[src/rtl/spi_pkg.sv]
// Shared widths and FSM encoding for the SPI frame scheduler.
package spi_pkg;
  localparam int FRAME_W  = 16;
  localparam int HDR_W    = 4;
  localparam int SAMPLE_W = 12;

  typedef enum logic [1:0] {
    ST_IDLE  = 2'd0,
    ST_SETUP = 2'd1,
    ST_SHIFT = 2'd2,
    ST_GAP   = 2'd3
  } state_t;
endpackage

[src/rtl/rr_arbiter.sv]
// Combinational round-robin pick: first set request at or above i_ptr, wrapping.
module rr_arbiter
  import spi_pkg::*;
#(
  parameter int N_REQ = 4
) (
  input  logic [N_REQ-1:0] i_req,
  input  logic [HDR_W-1:0] i_ptr,
  output logic [N_REQ-1:0] o_grant,
  output logic [HDR_W-1:0] o_idx,
  output logic             o_valid
);

  // Each requester's distance from the pointer; the smallest distance wins.
  always_comb begin
    int w_best;
    int w_dist;
    w_best  = N_REQ;
    w_dist  = 0;
    o_idx   = '0;
    o_valid = 1'b0;
    for (int i = 0; i < N_REQ; i++) begin
      w_dist = (i >= int'(i_ptr)) ? (i - int'(i_ptr)) : (i + N_REQ - int'(i_ptr));
      if (i_req[i] && (w_dist < w_best)) begin
        w_best  = w_dist;
        o_idx   = HDR_W'(i);
        o_valid = 1'b1;
      end
    end
    o_grant = '0;
    for (int i = 0; i < N_REQ; i++) begin
      o_grant[i] = o_valid && (o_idx == HDR_W'(i));
    end
  end

endmodule

[src/rtl/spi_frame_sched.sv]
// Round-robin SPI frame sequencer: latches {channel, sample} from the winner and shifts it out MSB first.
module spi_frame_sched
  import spi_pkg::*;
#(
  parameter int N_REQ = 4,
  parameter int DIV   = 4,
  parameter int GAP   = 2
) (
  input  logic                      clk,
  input  logic                      rst_a,
  input  logic                      ena,
  input  logic [N_REQ-1:0]          req,
  input  logic [N_REQ*SAMPLE_W-1:0] data,
  output logic [N_REQ-1:0]          ack,
  output logic                      cs_n,
  output logic                      sclk_n,
  output logic                      mosi,
  output logic                      busy,
  output logic [HDR_W-1:0]          cur_ch,
  output state_t                    dbg_state
);

  localparam int DIV_W = (DIV > 1) ? $clog2(DIV) : 1;
  localparam int GAP_W = (GAP > 1) ? $clog2(GAP) : 1;
  localparam logic [DIV_W-1:0] DIV_LAST = DIV_W'(DIV - 1);
  localparam logic [GAP_W-1:0] GAP_LAST = GAP_W'(GAP - 1);
  localparam logic [HDR_W-1:0] PTR_LAST = HDR_W'(N_REQ - 1);
  localparam logic [3:0]       BIT_MSB  = 4'(FRAME_W - 1);

  state_t               r_state;
  logic [HDR_W-1:0]     r_ptr;
  logic [FRAME_W-1:0]   r_frame;
  logic [DIV_W-1:0]     r_div;
  logic [GAP_W-1:0]     r_gap;
  logic [3:0]           r_bit;
  logic [N_REQ-1:0]     r_ack;
  logic                 r_cs_n;
  logic                 r_sclk_n;
  logic                 r_mosi;
  logic                 r_busy;
  logic [HDR_W-1:0]     r_cur_ch;

  logic [N_REQ-1:0]     w_grant;
  logic [HDR_W-1:0]     w_idx;
  logic                 w_valid;
  logic [SAMPLE_W-1:0]  w_sample;

  rr_arbiter #(.N_REQ(N_REQ)) u_arb (
    .i_req   (req),
    .i_ptr   (r_ptr),
    .o_grant (w_grant),
    .o_idx   (w_idx),
    .o_valid (w_valid)
  );

  always_comb begin
    w_sample = '0;
    for (int i = 0; i < N_REQ; i++) begin
      if (w_grant[i]) w_sample = data[i*SAMPLE_W +: SAMPLE_W];
    end
  end

  // Handshake: req[i] is a level request that must hold with its data until
  // ack[i]; ack is a one-enabled-cycle pulse marking the cycle data was taken.
  always_ff @(posedge clk) begin
    if (rst_a) begin
      r_state  <= ST_IDLE;
      r_ptr    <= '0;
      r_frame  <= '0;
      r_div    <= '0;
      r_gap    <= '0;
      r_bit    <= '0;
      r_ack    <= '0;
      r_cs_n   <= 1'b1;
      r_sclk_n <= 1'b1;
      r_mosi   <= 1'b0;
      r_busy   <= 1'b0;
      r_cur_ch <= '0;
    end else if (ena) begin
      r_ack <= '0;
      case (r_state)
        ST_IDLE: begin
          if (w_valid) begin
            r_frame  <= {w_idx, w_sample};
            r_ack    <= w_grant;
            r_cs_n   <= 1'b0;
            r_mosi   <= w_idx[HDR_W-1];
            r_cur_ch <= w_idx;
            r_busy   <= 1'b1;
            r_ptr    <= (w_idx == PTR_LAST) ? '0 : w_idx + 1'b1;
            r_div    <= '0;
            r_state  <= ST_SETUP;
          end
        end
        ST_SETUP: begin
          if (r_div == DIV_LAST) begin
            r_div    <= '0;
            r_sclk_n <= 1'b0;
            r_bit    <= BIT_MSB;
            r_state  <= ST_SHIFT;
          end else begin
            r_div <= r_div + 1'b1;
          end
        end
        ST_SHIFT: begin
          // r_sclk_n doubles as the half-bit phase: low = first half of the bit.
          if (r_div == DIV_LAST) begin
            r_div <= '0;
            if (!r_sclk_n) begin
              r_sclk_n <= 1'b1;
              if (r_bit != 4'd0) r_mosi <= r_frame[r_bit - 4'd1];
            end else if (r_bit == 4'd0) begin
              r_cs_n  <= 1'b1;
              r_mosi  <= 1'b0;
              r_gap   <= '0;
              r_state <= ST_GAP;
            end else begin
              r_sclk_n <= 1'b0;
              r_bit    <= r_bit - 4'd1;
            end
          end else begin
            r_div <= r_div + 1'b1;
          end
        end
        ST_GAP: begin
          if (r_gap == GAP_LAST) begin
            r_busy  <= 1'b0;
            r_state <= ST_IDLE;
          end else begin
            r_gap <= r_gap + 1'b1;
          end
        end
        default: r_state <= ST_IDLE;
      endcase
    end
  end

  assign ack       = r_ack;
  assign cs_n      = r_cs_n;
  assign sclk_n    = r_sclk_n;
  assign mosi      = r_mosi;
  assign busy      = r_busy;
  assign cur_ch    = r_cur_ch;
  assign dbg_state = r_state;

endmodule

[config.mk]
export PLATFORM = sky130hd
export DESIGN_NAME = spi_frame_sched
export DESIGN_NICKNAME = d
export VERILOG_FILES = /design/src/rtl/spi_pkg.sv /design/src/rtl/rr_arbiter.sv /design/src/rtl/spi_frame_sched.sv
export SDC_FILE = /design/constraint.sdc
export NUM_CORES = 1
export LEC_CHECK = 0
export BUFFER_PORTS_ARGS = -buffer_cell sky130_fd_sc_hd__buf_2
export CELL_PAD_IN_SITES_DETAIL_PLACEMENT = 0
export CELL_PAD_IN_SITES_GLOBAL_PLACEMENT = 1
export CORE_MARGIN = 10
export CORE_UTILIZATION = 39
export DETAILED_ROUTE_END_ITERATION = 7
export GPL_TIMING_DRIVEN = 0
export PLACE_DENSITY = 0.78
export SLEW_MARGIN = 10
export SYNTH_ARGS = -nofsm -noshare
export SYNTH_HDL_FRONTEND = slang
export SYNTH_SLANG_ARGS = --single-unit
export TNS_END_PERCENT = 20
[constraint.sdc]
create_clock -name clk -period 7.1 [get_ports clk]
set_input_delay 0.71 -clock clk [delete_from_list [all_inputs] [get_ports clk]]
set_output_delay 0.71 -clock clk [all_outputs]
set_load 0.05 [all_outputs]
; Word-level counts from Yosys, hierarchy flattened
; Cells that the tools add are included.
[word_totals]
out_inout_bits = 14
in_bits = 55
word_cells = 137
regBits = 41
[classes]
mux = 61
add_sub_neg = 12
n_lt_le_gt_ge = 9
eq_ne = 16
n_reduce_logical = 27
[op_table]
columns = op, count
row1 = 32-bit two-way mux, 7
row2 = 32-bit less-than comparator, 3
row3 = 12-bit two-way mux, 4
row4 = 32-bit by 4-bit less-than comparator with 1-bit output (second input constant), 1
row5 = 4-bit two-way mux, 7
row6 = 1-bit two-way mux, 24
row7 = 2-bit two-way mux, 10
row8 = 3-bit by 4-bit subtractor with 5-bit output (first input constant), 4
row9 = 6-bit AND reduction, 3
row10 = 2-bit inequality test (second input constant), 6
row11 = 2-bit == test (second input constant), 5
row12 = 1-bit case mux with 2 select lines, 5
row13 = 2-bit nonzero test, 5
row14 = 1-bit by 4-bit subtractor with 5-bit output (first input constant), 2
row15 = 2-bit by 4-bit subtractor with 5-bit output (first input constant), 2
row16 = 1-bit by 4-bit greater-or-equal comparator with 1-bit output (first input constant), 2
row17 = 2-bit by 4-bit greater-or-equal comparator with 1-bit output (first input constant), 2
row18 = 1-bit logical AND, 8
row19 = 4-bit logical NOT, 2
row20 = 2-bit case mux with 4 select lines, 1
row21 = 4-bit case mux with 2 select lines, 1
row22 = 4-bit AND reduction, 2
row23 = 7-bit AND reduction, 1
row24 = 3-bit inequality test (second input constant), 2
row25 = other kinds (14), 16

; Longest topological paths before layout
[logic_depth]
depth_word = 20
ltp_mapped = 33
depth_no_buf = 31

; By module
; A second synthesis with hierarchy kept.
[hier_totals]
cells_unflattened = 398
area_unflattened_um2 = 3188.1
[by_module_without_submodules]
columns = module, cells_per_inst, area_each_um2, seq_area_each_um2, instances
row1 = spi_frame_sched, 252, 2129.5, 740.7, 1
row2 = rr_arbiter, 146, 1058.5, 0.0, 1

; Worst setup path before layout
; Ideal clock, no wire load.
[synth_path]
kind = register -> register
startpoint = register r_ptr[0]
endpoint = register r_frame[3]
setup_slack_ps = 1245
stages_incl_launch_ff = 32
setup_time_ps = 86
arrival_time_ps = 5770
path_buffers = 2
required_ps = 7014
path_cell_list = dfxtp_1 > inv_1 > ha_1 > ha_1 > nor2b_1 > buf_2 > nand2_1 > ha_1 > nor2b_1 > o21ai_0 > o31a_1 > mux2_2 > ha_1 > a21o_1 > a2111oi_4 > o21ai_2 > nor2_1 > nand2_1 > ha_1 > nor3b_1 > o21ai_1 > a21oi_1 > o22ai_1 > o311a_4 > inv_1 > ha_1 > nor2b_1 > clkbuf_1 > a221oi_1 > nor3_1 > a21oi_1 > a211oi_1
[synth_via]
elab_chain_cells = 20
word_cells_on_any_way = 47
classes_between = add/sub (8) / order compare (8) / eq/ne (3) / mux (18) / reduce/logical (10)
[synth_lines]
columns = item, line
row1 = "start, declared", spi_frame_sched.sv:31  ; logic [HDR_W-1:0] r_ptr;
row2 = "start signal, assigned", spi_frame_sched.sv:90  ; r_ptr <= (w_idx == PTR_LAST) ? '0 : w_idx + 1'b1;
row3 = 3-bit by 4-bit subtractor with 5-bit output (tied with other cells), rr_arbiter.sv:23  ; w_dist = (i >= int'(i_ptr)) ? (i - int'(i_ptr)) : (i + N_REQ - int'(i_ptr));
row4 = 32-bit two-way mux, rr_arbiter.sv:23
row5 = 32-bit by 4-bit less-than comparator with 1-bit output, rr_arbiter.sv:24  ; if (i_req[i] && (w_dist < w_best)) begin
row6 = 1-bit logical AND, rr_arbiter.sv:24
row7 = 32-bit two-way mux, rr_arbiter.sv:24
row8 = 32-bit less-than comparator, rr_arbiter.sv:24
row9 = 1-bit logical AND, rr_arbiter.sv:24
row10 = 32-bit two-way mux, rr_arbiter.sv:24
row11 = [... 3 more ...], -
row12 = 32-bit less-than comparator, rr_arbiter.sv:24
row13 = 1-bit logical AND, rr_arbiter.sv:24
row14 = 2-bit two-way mux *, rr_arbiter.sv:24
row15 = net u_arb.o_idx[0], rr_arbiter.sv:10  ; output logic [HDR_W-1:0] o_idx,
row16 = 4-bit logical NOT, rr_arbiter.sv:32  ; o_grant[i] = o_valid && (o_idx == HDR_W'(i));
row17 = 1-bit logical AND, rr_arbiter.sv:32
row18 = 12-bit two-way mux (3 in series), spi_frame_sched.sv:59  ; if (w_grant[i]) w_sample = data[i*SAMPLE_W +: SAMPLE_W];
row19 = 12-bit two-way mux *, spi_frame_sched.sv:59
row20 = "end signal, assigned", spi_frame_sched.sv:84  ; r_frame <= {w_idx, w_sample};
row21 = "end, declared", spi_frame_sched.sv:32  ; logic [FRAME_W-1:0] r_frame;
; Mark *: on every way through the listed nets, which the timed path passes. The rest lies on a longest branch.
; A chain may end at the register's enable or synchronous reset.

; Worst setup path in the final report
; Ends and elaborated chain as after synthesis.

==> key figures <==
Status
  • Status: finished, final reports clean

Critical path
  • R2R depth: 31
  • Slowest cell delay on critical path: 390 ps
  • Critical path peak fanout: 10
  • Crit path max-delay cell type: a2111oi_4
  • Reg-to-reg endpoint: r_frame[3]$_SDFFE_PP0P_
  • Worst path arrival time: 6670 ps
  • CP dominant cell by count: ha_1
  • CP required: ~7300 ps
  • Reg2Reg Launch Point: r_ptr[0]$_SDFFE_PP0P_
  • CP Capture Type: flip-flop
  • R2R setup slack: 620 ps
  • CP Class: flip-flop to flip-flop
  • Critical Path Source Type: flip-flop

Global routing
  • First-pass GRT wire length: between 10000 and 15000 um
  • Pin count of the biggest net entering global routing: 11
  • GRT overflow: 0
  • GR Util All Layers: 14.1%
  • Vias in the first global route: 2654
  • Antenna violations before repair: 0

Timing
  • Setup WS post-layout: ~620 ps
  • Slew @ Worst Pin: 871 ps
  • Max Slew Vio Count: 0
  • Fin Clk Skew: slightly above 7 ps
  • Final setup viols: 0
  • Post-route setup TNS: 0 ps
  • RSZ-0062 raised after global routing: no
  • Hold_ws: about 460 ps
  • Endpoints failing hold: 0
  • Max Freq: 154 MHz
  • Final period util: around nine tenths
  • Relative slew margins: between 40% and 50%
  • Minimum clock period: around 6500 ps

Finish
  • Commonest non-fill, non-tap cell in the layout: buf_2
  • Seq. cell area: 662 um2
  • Final Non-Filler Cells: roughly 480
  • Nets@finish: 484
  • Layout cells sized above 1: 23.7%
  • Fill count: 644
  • Area of the multi-input gates: 1850 um2
  • Inserted Diodes: 0
  • Syn-to-layout area delta: 21.3%
  • Most frequent cells in the layout: buf_2 (68), dfxtp_1 (32), nor2b_1 (29), nor2_1 (29), a21oi_1 (28)

Detailed routing
  • Drt wl/cell: 15.0 um
  • Initial drt markers: 120
  • WL final: 7230 um
  • DRT Pass-1 Iters: 5
  • Via-to-Cell Ratio: 5.37
  • DRC: 0
  • Vias: around 2600
  • Routed Antenna Nets: 0

Power
  • Pleak: between 1 and 1.5 nW
  • Power density over the cells: 268 nW/um2
  • Max IR drop VDD: roughly 100 uV

Run
  • Max-cap violations: 0

Clock tree
  • Hold_buf cts: 0
  • Clock Tree Buf Depth: 2
  • H-tree levels: 2
  • CTS root buffer: clkbuf_8
  • Clk slew on worst S/H paths: 70 ps
  • CTS Buf Count: 5
  • CTS Sinks: 33
  • TritonCTS clock tree: yes
  • Worst skew pair latency: 290 ps

Die
  • Die area: about 10000 um2
  • I/O pin count: 69
  • Die width: 102 um
  • Initial core utilization: roughly two fifths
  • Row count: 29
  • Core outline area: between 6000 and 7000 um2
  • Die H: 102 um

Yosys
  • Avg Synthesized Cell Area: 8.09 um2
  • Async SR Flop Fraction: 0%
  • Mapped Area: between 2000 and 3000 um2
  • Flip-flop and latch count after synthesis: 33
  • Post-Syn Instances: 324
  • Yosys cell types: 53
  • Ys Warns: 0
  • Seq/Total Area, Yosys: 25.2%
  • Post-synth EDFFs: 0
  • Ys flop type: dfxtp_1

Placement
  • # port buffers: 65
  • Placer Congestion: 0.830
  • Placed Cells: 474
  • Dpl hpwl: 5840 um
  • Worst slack at placement: 320 ps

Worst hold path
  • Hold Path Class: flip-flop to flip-flop
  • Hold depth: 2
  • Worst Hold Path EP: mosi$_SDFFE_PP0P_
  • Hold Crit Start: mosi$_SDFFE_PP0P_
worst max-delay path, delay by kind of cell (launching register included):
| family | cells | cell delay, ps |
|---|---|---|
| flops | 1 | 360 |
| compound gates | 13 | 2510 |
| mux | 1 | 380 |
| simple gates | 6 | 850 |
| fa+ha+maj | 6 | 1380 |
| buf+inv | 5 | 890 |
synthesized netlist by cell type, types with 2 or more instances:
cell type   n  area (um2)
nand2b_1    4        25.0
a211o_1     2        17.5
buf_2       3        15.0
xnor2_1     2        17.5
a221oi_1   14         123
nand3b_1    2        15.0
nor2b_1    29         181
inv_1      12        45.0
o21a_1      3        22.5
o2111ai_1   2        17.5
a21o_1      2        15.0
a21oi_1    28         140
a21boi_0    2        15.0
mux4_2      3        67.6
o21ai_0    13        65.1
and3_1      2        12.5
nor3_1     13        65.1
mux2i_1     2        20.0
nand3_1     6        30.0
conb_1      2        7.51
a41o_1      2        20.0
nor3b_1     3        22.5
a211oi_1   17         128
o211ai_1    3        22.5
ha_1       25         313
mux2_2      2        22.5
nand4_1     3        18.8
dfxtp_1    33         661
buf_4       4        30.0
nor2_1     29         109
nand2_1    19        71.3
clkbuf_1   15        56.3
o22ai_1     3        18.8
metrics by stage:
| step | power (W) | util (%) | cell area (um2) |
|---|---|---|---|
| final | 0.000851 | 49.5 | 3180 |
| after global routing | 0.000925 | 49.5 | 3180 |
| after CTS | 0.000855 | 49.4 | 3170 |
| after detailed placement | 0.000693 | 47.8 | 3070 |
| after global placement | 0.000690 | 47.8 | 3070 |
| after floorplan | 0.000587 | - | 2650 |
worst max-delay path by stage:
stage                                     start                  endpoint  slack [ps]  cells past startpoint
after floorplan           r_ptr[0]$_SDFFE_PP0P_   r_frame[3]$_SDFFE_PP0P_        1240                     31
after global placement    r_ptr[0]$_SDFFE_PP0P_  r_frame[10]$_SDFFE_PP0P_         380                     31
after detailed placement  r_ptr[0]$_SDFFE_PP0P_   r_frame[3]$_SDFFE_PP0P_         320                     31
after CTS                 r_ptr[0]$_SDFFE_PP0P_   r_frame[3]$_SDFFE_PP0P_         260                     31
after global routing      r_ptr[1]$_SDFFE_PP0P_   r_frame[9]$_SDFFE_PP0P_          60                     30
final                     r_ptr[0]$_SDFFE_PP0P_   r_frame[3]$_SDFFE_PP0P_         620                     31
routing by layer:
layer  track usage (%)  vias up  routed length (um)
li1                  -     1349                   -
met1              18.5     1165                3490
met2              21.5       62                3150
met3              4.86       12                 493
met4              4.23        0                  93
met5                 0        -                   0
sequential cells by signal, indices dropped and copies added (netlist names):
register   count
sclk_n         1
r_ptr          2
busy           1
cur_ch         2
cs_n           1
r_bit          4
r_gap          1
r_div          2
ack            4
r_frame       12
dbg_state      2
mosi           1
what timing repair did:
| action | CTS | global route |
|---|---|---|
| hold endpoints to repair | 0 | 0 |
| resized for setup | 0 | 4 |
| setup endpoints to repair | 0 | 10 |
| buffers inserted | 0 | 0 |
logic make-up (layout without fill, tap and decap cells):
kind of cell	count (synthesis)	after routing	synth area share [%]
AOI/OAI and AO/OA	105	105	29.3
xor gates and xnor gates	3	3	1.00
adders and majority gates	25	25	11.9
buffers and inverters	34	107	5.59
DFF	33	33	25.2
muxes	7	7	4.20
other	2	10	0.287
and+or+nand+nor	115	115	22.4
layout make-up:
class	instances	share of cell area [%]
tap	77	3.03
clock inverter	1	0.157
buffer	22	3.23
timing repair buffer	65	10.2
inverter	12	1.42
sequential	33	20.8
clock buffer	7	3.03
multi-input combinational	265	58.1
where the power goes:
group	internal [W]	total (W)	leakage, nW	switching, W
clock	0.0000876	0.000158	0.0542	0.0000706
sequential	0.000218	0.000242	0.270	0.0000239
combinational	0.000179	0.000451	1.03	0.000272
Note: power is estimated with default switching activity, not from simulation.
